`src/rtl/piece_motion_ctrl.sv`:
```
// piece_motion_ctrl
// Owns the position of the single falling block in the play field. Applies
// gravity, left/right moves, soft drop and hard drop from decoded keyboard
// events, clamps the block to the field and exports its pixel bounding box.
//
// Ports:
//   clk            system clock
//   rst            asynchronous reset, active-low
//   enable         high = run; low = freeze gravity/hold counters, drop keys
//   key_valid      one-cycle pulse when last_change is updated
//   last_change    {extended, scancode} of the latest key event
//   key_down       per-key pressed state, indexed by last_change
//   ctrl_upMost    top y of piece box (inclusive)
//   ctrl_downMost  bottom y of piece box (exclusive)
//   ctrl_leftMost  left x of piece box
//   ctrl_rightMost right x of piece box
//   landed         one-cycle pulse on entry to LANDED
//   piece_state    0 FALL, 1 DROP, 2 LANDED, 3 SPAWN
module piece_motion_ctrl #(
  parameter int unsigned FIELD_LEFT = 220,
  parameter int unsigned FIELD_TOP  = 0,
  parameter int unsigned CELL       = 20,
  parameter int unsigned FIELD_COLS = 10,
  parameter int unsigned FIELD_ROWS = 20,
  parameter int unsigned PW         = 2,
  parameter int unsigned PH         = 2,
  parameter int unsigned SPAWN_COL  = 4,
  parameter int unsigned GRAV_DIV   = 25000000,
  parameter int unsigned LAND_HOLD  = 50000000
) (
  input  logic         clk,
  input  logic         rst,
  input  logic         enable,
  input  logic         key_valid,
  input  logic [8:0]   last_change,
  input  logic [511:0] key_down,
  output logic [9:0]   ctrl_upMost,
  output logic [9:0]   ctrl_downMost,
  output logic [9:0]   ctrl_leftMost,
  output logic [9:0]   ctrl_rightMost,
  output logic         landed,
  output logic [1:0]   piece_state
);

  localparam int unsigned COLMAX = FIELD_COLS - PW;
  localparam int unsigned ROWMAX = FIELD_ROWS - PH;
  localparam int unsigned CW     = (COLMAX > 0) ? $clog2(COLMAX + 1) : 1;
  localparam int unsigned RW     = (ROWMAX > 0) ? $clog2(ROWMAX + 1) : 1;
  localparam int unsigned GW     = (GRAV_DIV > 1) ? $clog2(GRAV_DIV) : 1;
  localparam int unsigned HW     = (LAND_HOLD > 1) ? $clog2(LAND_HOLD) : 1;

  localparam logic [8:0] KEY_LEFT  = 9'h16B;
  localparam logic [8:0] KEY_RIGHT = 9'h174;
  localparam logic [8:0] KEY_DOWN  = 9'h172;
  localparam logic [8:0] KEY_DROP  = 9'h029;

  typedef enum logic [1:0] {
    S_FALL   = 2'd0,
    S_DROP   = 2'd1,
    S_LANDED = 2'd2,
    S_SPAWN  = 2'd3
  } state_t;

  state_t        state, state_nxt;
  logic [CW-1:0] col, col_nxt;
  logic [RW-1:0] row, row_nxt;
  logic [GW-1:0] gcnt, gcnt_nxt;
  logic [HW-1:0] hcnt, hcnt_nxt;
  logic          landed_nxt;

  // Key decode: only presses count, releases (bit = 0) are ignored
  logic press;
  logic press_left, press_right, press_down, press_drop;
  logic gtick, htick;

  assign press       = key_valid & key_down[last_change];
  assign press_left  = press & (last_change == KEY_LEFT);
  assign press_right = press & (last_change == KEY_RIGHT);
  assign press_down  = press & (last_change == KEY_DOWN);
  assign press_drop  = press & (last_change == KEY_DROP);
  assign gtick       = (gcnt == GW'(GRAV_DIV - 1));
  assign htick       = (hcnt == HW'(LAND_HOLD - 1));

  // State and position registers
  always_ff @(posedge clk or negedge rst) begin
    if (!rst) begin
      state  <= S_FALL;
      col    <= CW'(SPAWN_COL);
      row    <= '0;
      gcnt   <= '0;
      hcnt   <= '0;
      landed <= 1'b0;
    end else begin
      state  <= state_nxt;
      col    <= col_nxt;
      row    <= row_nxt;
      gcnt   <= gcnt_nxt;
      hcnt   <= hcnt_nxt;
      landed <= landed_nxt;
    end
  end

  // Next-state, motion and counter logic
  always_comb begin
    state_nxt  = state;
    col_nxt    = col;
    row_nxt    = row;
    gcnt_nxt   = gcnt;
    hcnt_nxt   = hcnt;
    landed_nxt = 1'b0;
    case (state)
      S_FALL: begin
        if (enable) begin
          gcnt_nxt = gtick ? '0 : gcnt + GW'(1);
          if (press_drop) begin
            // Hard drop overrides a coincident gravity tick
            state_nxt = S_DROP;
            gcnt_nxt  = '0;
          end else begin
            if (press_left && (col != '0))
              col_nxt = col - CW'(1);
            if (press_right && (col < CW'(COLMAX)))
              col_nxt = col + CW'(1);
            // Soft drop restarts the gravity period
            if (press_down)
              gcnt_nxt = '0;
            // Tick and soft drop in the same cycle still move one row
            if (gtick || press_down) begin
              if (row < RW'(ROWMAX)) begin
                row_nxt = row + RW'(1);
              end else begin
                state_nxt  = S_LANDED;
                landed_nxt = 1'b1;
              end
            end
          end
        end
      end
      S_DROP: begin
        if (row < RW'(ROWMAX)) begin
          row_nxt = row + RW'(1);
        end else begin
          state_nxt  = S_LANDED;
          landed_nxt = 1'b1;
        end
      end
      S_LANDED: begin
        if (enable) begin
          if (htick) begin
            hcnt_nxt  = '0;
            state_nxt = S_SPAWN;
          end else begin
            hcnt_nxt = hcnt + HW'(1);
          end
        end
      end
      S_SPAWN: begin
        row_nxt   = '0;
        col_nxt   = CW'(SPAWN_COL);
        gcnt_nxt  = '0;
        state_nxt = S_FALL;
      end
    endcase
  end

  // Pixel bounding box derived from the cell position
  assign ctrl_leftMost  = 10'(FIELD_LEFT) + 10'(col) * 10'(CELL);
  assign ctrl_rightMost = ctrl_leftMost + 10'(PW * CELL);
  assign ctrl_upMost    = 10'(FIELD_TOP) + 10'(row) * 10'(CELL);
  assign ctrl_downMost  = ctrl_upMost + 10'(PH * CELL);
  assign piece_state    = state;

endmodule

```
`config.mk`:
```
export PLATFORM = sky130hd
export DESIGN_NAME = piece_motion_ctrl
export DESIGN_NICKNAME = d
export VERILOG_FILES = /design/src/rtl/piece_motion_ctrl.sv
export SDC_FILE = /design/constraint.sdc
export NUM_CORES = 1
export LEC_CHECK = 0
export BUFFER_PORTS_ARGS = -buffer_cell sky130_fd_sc_hd__buf_2
export CORE_AREA = 10 10 212 214
export DETAILED_ROUTE_END_ITERATION = 7
export DIE_AREA = 0 0 222 224
export PLACE_DENSITY = 0.54
export SETUP_SLACK_MARGIN = 0.5
export SYNTH_ARGS = -nofsm -noshare
export SYNTH_HDL_FRONTEND = slang
export SYNTH_SLANG_ARGS = --single-unit
```
`constraint.sdc`:
```
create_clock -name clk -period 3.65 [get_ports clk]
set_clock_uncertainty 0.1 [all_clocks]
set_input_delay 0.73 -clock clk [delete_from_list [all_inputs] [get_ports clk]]
set_output_delay 0.73 -clock clk [all_outputs]
set_load 0.01 [all_outputs]
```
==> reports/qor.csv <==
metric;value;unit
vias in the first global route;10400;
unrepaired setup endpoints after global routing;true;
I/O pins;568;
Critical Path End Type;output port;
# setup viols final;0;
routed wire length;47.1;mm
H-tree depth;3;
Area Growth Syn to Fin;68.5;%
Sw Share;32.4;%
WS Path Type;reg2out;
power density cells;227;mW/mm²
Crit Path Max Fanout;4;
synthesis-stage register bit count;63;
Synth warnings;0;
top cells by area, synth;mux4_2 (27%), dfrtp_1 (19%), mux2i_1 (5.1%), nand2_1 (3.9%), ha_1 (2.8%);
dpl hpwl;39.4;mm
Initial DRC Count;555;
fmax;288;MHz
Leak;0.00615;µW
FFs w/ async S/R, synth;100;%
Fillers;4252;
Num Clock Sinks;63;
final net count;1971;
Root Buffer;clkbuf_16;
total die area;0.0497;mm²
Comb pwr share;43.2;%
placed cell count;1897;
EDFF count, synth;0;
met1 usage;21.7;%
Worst Setup Start Kind;register;
period utilisation layout;95.0;%
clk_lat worst skew;0.34;ns
final hold vios;0;
Main synth FF type;dfrtp_1;
Int Power;2080;µW
Synth Cell Area;0.00802;mm²
max_cap viols;0;
initial antenna violation count;18;
Seq/Total Area, Yosys;19.7;%
Worst Hold Class;in2async;
fin area;0.0135;mm²
Pre-antenna DRT Iters;5;
CORE AREA;0.0406;mm²
layout cells sized above 1;62.0;%
Remaining DRCs;0;
Clk pwr share;30.5;%
outcome;complete, no violations;
All-Layer GR Usage;17.8;%
GRT met2 Usage;31.6;%
Final Non-Filler Cells;1970;
Die W;222;µm
Seq pwr share;26.2;%
Inserted Clock Buffers;9;
Peak VDD IR;0.255;mV
synthesized area per cell;9.88;µm²
vias per cell;4.87;
Critical Path RT;2.82;ns
Max clock buf depth;2;
Sw Pwr;995;µW
Synth area leader;mux4_2;
Syn Inst Count;812;
crit path DAT;2.64;ns
Fin Setup TNS;0;ns
Initial Util;19.8;%
cell row count;74;
first-pass GRT wire length;67.6;mm
Slew Limit Fails;0;
busiest grt layer;met2;
area of the multi-input gates;0.00651;mm²
Worst-Margin Slew;1.25;ns
max_slew headroom;15.7;%
gr ovfl total;0;
Seq. cell area;0.00159;mm²
total number of vias;9598;
RePlAce Congestion;0.934;
CTS clk-pin slew, worst paths;0.06;ns
CTS tree;done;
CTS Hold Bufs;0;
final worst path period need;3.47;ns
met3 Resource Use GR;4.08;%
pin count of the biggest net entering global routing;28;
IO Port Bufs;495;
Post-DP Area;0.0119;mm²
post-synth top area share;27.2;%
die height;224;µm
post-route ant nets;0;
Cell variety after synth;79;
Routed wire per std cell;23.9;µm
[per-layer routing]
metal | part of all wire [%] | routed length [µm]
met1 | 39 | 18300
met2 | 51 | 24000
met3 | 8.4 | 3970
met4 | 1.6 | 747
met5 | 0.16 | 76
[cells by family after synthesis]
kind of cell | Yosys count | synth area share, %
AO/OA/AOI/OAI | 172 | 15.4
flip-flops | 63 | 19.7
AND/OR/NAND/NOR | 274 | 16.8
adder cells (fa/ha/maj) | 21 | 3.56
XOR/XNOR | 35 | 3.82
multiplexers | 151 | 34.2
buffers and inverters | 95 | 6.43
other | 1 | 0.0468
[final timing paths]
| check | start | end | slack (ns) | depth (start not counted) |
|---|---|---|---|---|
| setup reg to reg | gcnt[0]$_DFFE_PN0P_ | gcnt[24]$_DFFE_PN0P_ | 0.56 | 10 |
| min in group clk | hcnt[6]$_DFFE_PN0P_ | hcnt[6]$_DFFE_PN0P_ | 0.38 | 1 |
| hold reg to reg | hcnt[6]$_DFFE_PN0P_ | hcnt[6]$_DFFE_PN0P_ | 0.38 | 1 |
| setup / recovery | col[1]$_DFFE_PN0P_ | ctrl_rightMost[9] | 0.18 | 10 |
| max in group asynchronous | rst | gcnt[21]$_DFFE_PN0P_ | 2.37 | 2 |
| hold / removal | rst | piece_state[1]$_DFFE_PN0P_ | 0.33 | 1 |
[area by class of cell]
class / count / share of cell area (%)
Multi-Input combinational cell: 662 / 48.2
Timing Repair Buffer: 659 / 31.8
Sequential cell: 63 / 11.7
Tap cell: 532 / 4.92
Clock buffer: 9 / 1.67
Inverter: 30 / 0.833
Clock inverter: 7 / 0.713
Antenna cell: 8 / 0.148
[cell usage after synthesis, drive strengths merged, types with 15 or more instances]
| cell type | instances |
|---|---|
| a21oi | 21 |
| dfrtp | 62 |
| nand4 | 16 |
| clkbuf | 16 |
| nand2 | 84 |
| mux4 | 97 |
| o21ai | 39 |
| buf | 49 |
| mux2i | 41 |
| a22oi | 15 |
| inv | 29 |
| ha | 18 |
| nor2 | 50 |
| nor3 | 19 |
| nand3 | 37 |
| xnor2 | 23 |
[power by group through the flow]
stage               logic (µW)  clock network (µW)  registers [µW]
finish                    1330                 938             806
global route              1430                 978             817
CTS                       1310                 953             805
detailed placement        1170                   0             829
global placement          1160                   0             825
floorplan                  618                   0             811
[layout by cell type (no fill, tap or decap), types with 16 or more instances in the layout]
master | netlist | routed
nor2_1 | 49 | 48
nand2_1 | 83 | 80
inv_1 | 29 | 26
dfrtp_1 | 62 | 55
o21ai_0 | 34 | 16
nand4_1 | 16 | 16
xnor2_1 | 23 | 18
buf_6 | 10 | 23
nand3_1 | 37 | 32
a21oi_1 | 20 | 16
buf_4 | 15 | 113
buf_2 | 22 | 490
mux2i_1 | 41 | 37
nor3_1 | 19 | 18
buf_12 | 0 | 19
mux4_2 | 97 | 97
[repair_timing]
action                                  4_1_cts  5_1_grt
setup buffers                                20       17
gates resized for setup                     106       47
cloned                                       10        2
endpoints found under the hold margin         0        0
endpoints found under the setup margin       49       48
pin swaps                                    42       34
[critical path, cell delays in order, from the launching register on]
cell and delay, ns:
dfrtp_2 0.43, ha_4 0.27, ha_4 0.12, inv_2 0.04, fa_2 0.56, buf_4 0.13, o21ai_2 0.07, xnor2_2 0.20
o211ai_1 0.12, o21bai_1 0.17, buf_2 0.18
[through the flow]
step	power [µW]	util (%)	hold WS, ns	setup WS [ns]
finish	3070	33.3	0.329	0.182
global route	3230	33.3	0.373	0.0759
CTS	3070	32.3	0.348	0.175
detailed placement	2000	29.4	0.369	-0.535
global placement	1980	29.4	0.369	-0.543
floorplan	1430	-	0.334	0.184
[state kept, by name (all words and copies together), names as in the netlist]
| register | count |
|---|---|
| landed | 1 |
| hcnt | 26 |
| gcnt | 25 |
| piece_state | 2 |
| col | 4 |
| row | 5 |
Power figures use the tool's default switching activity.
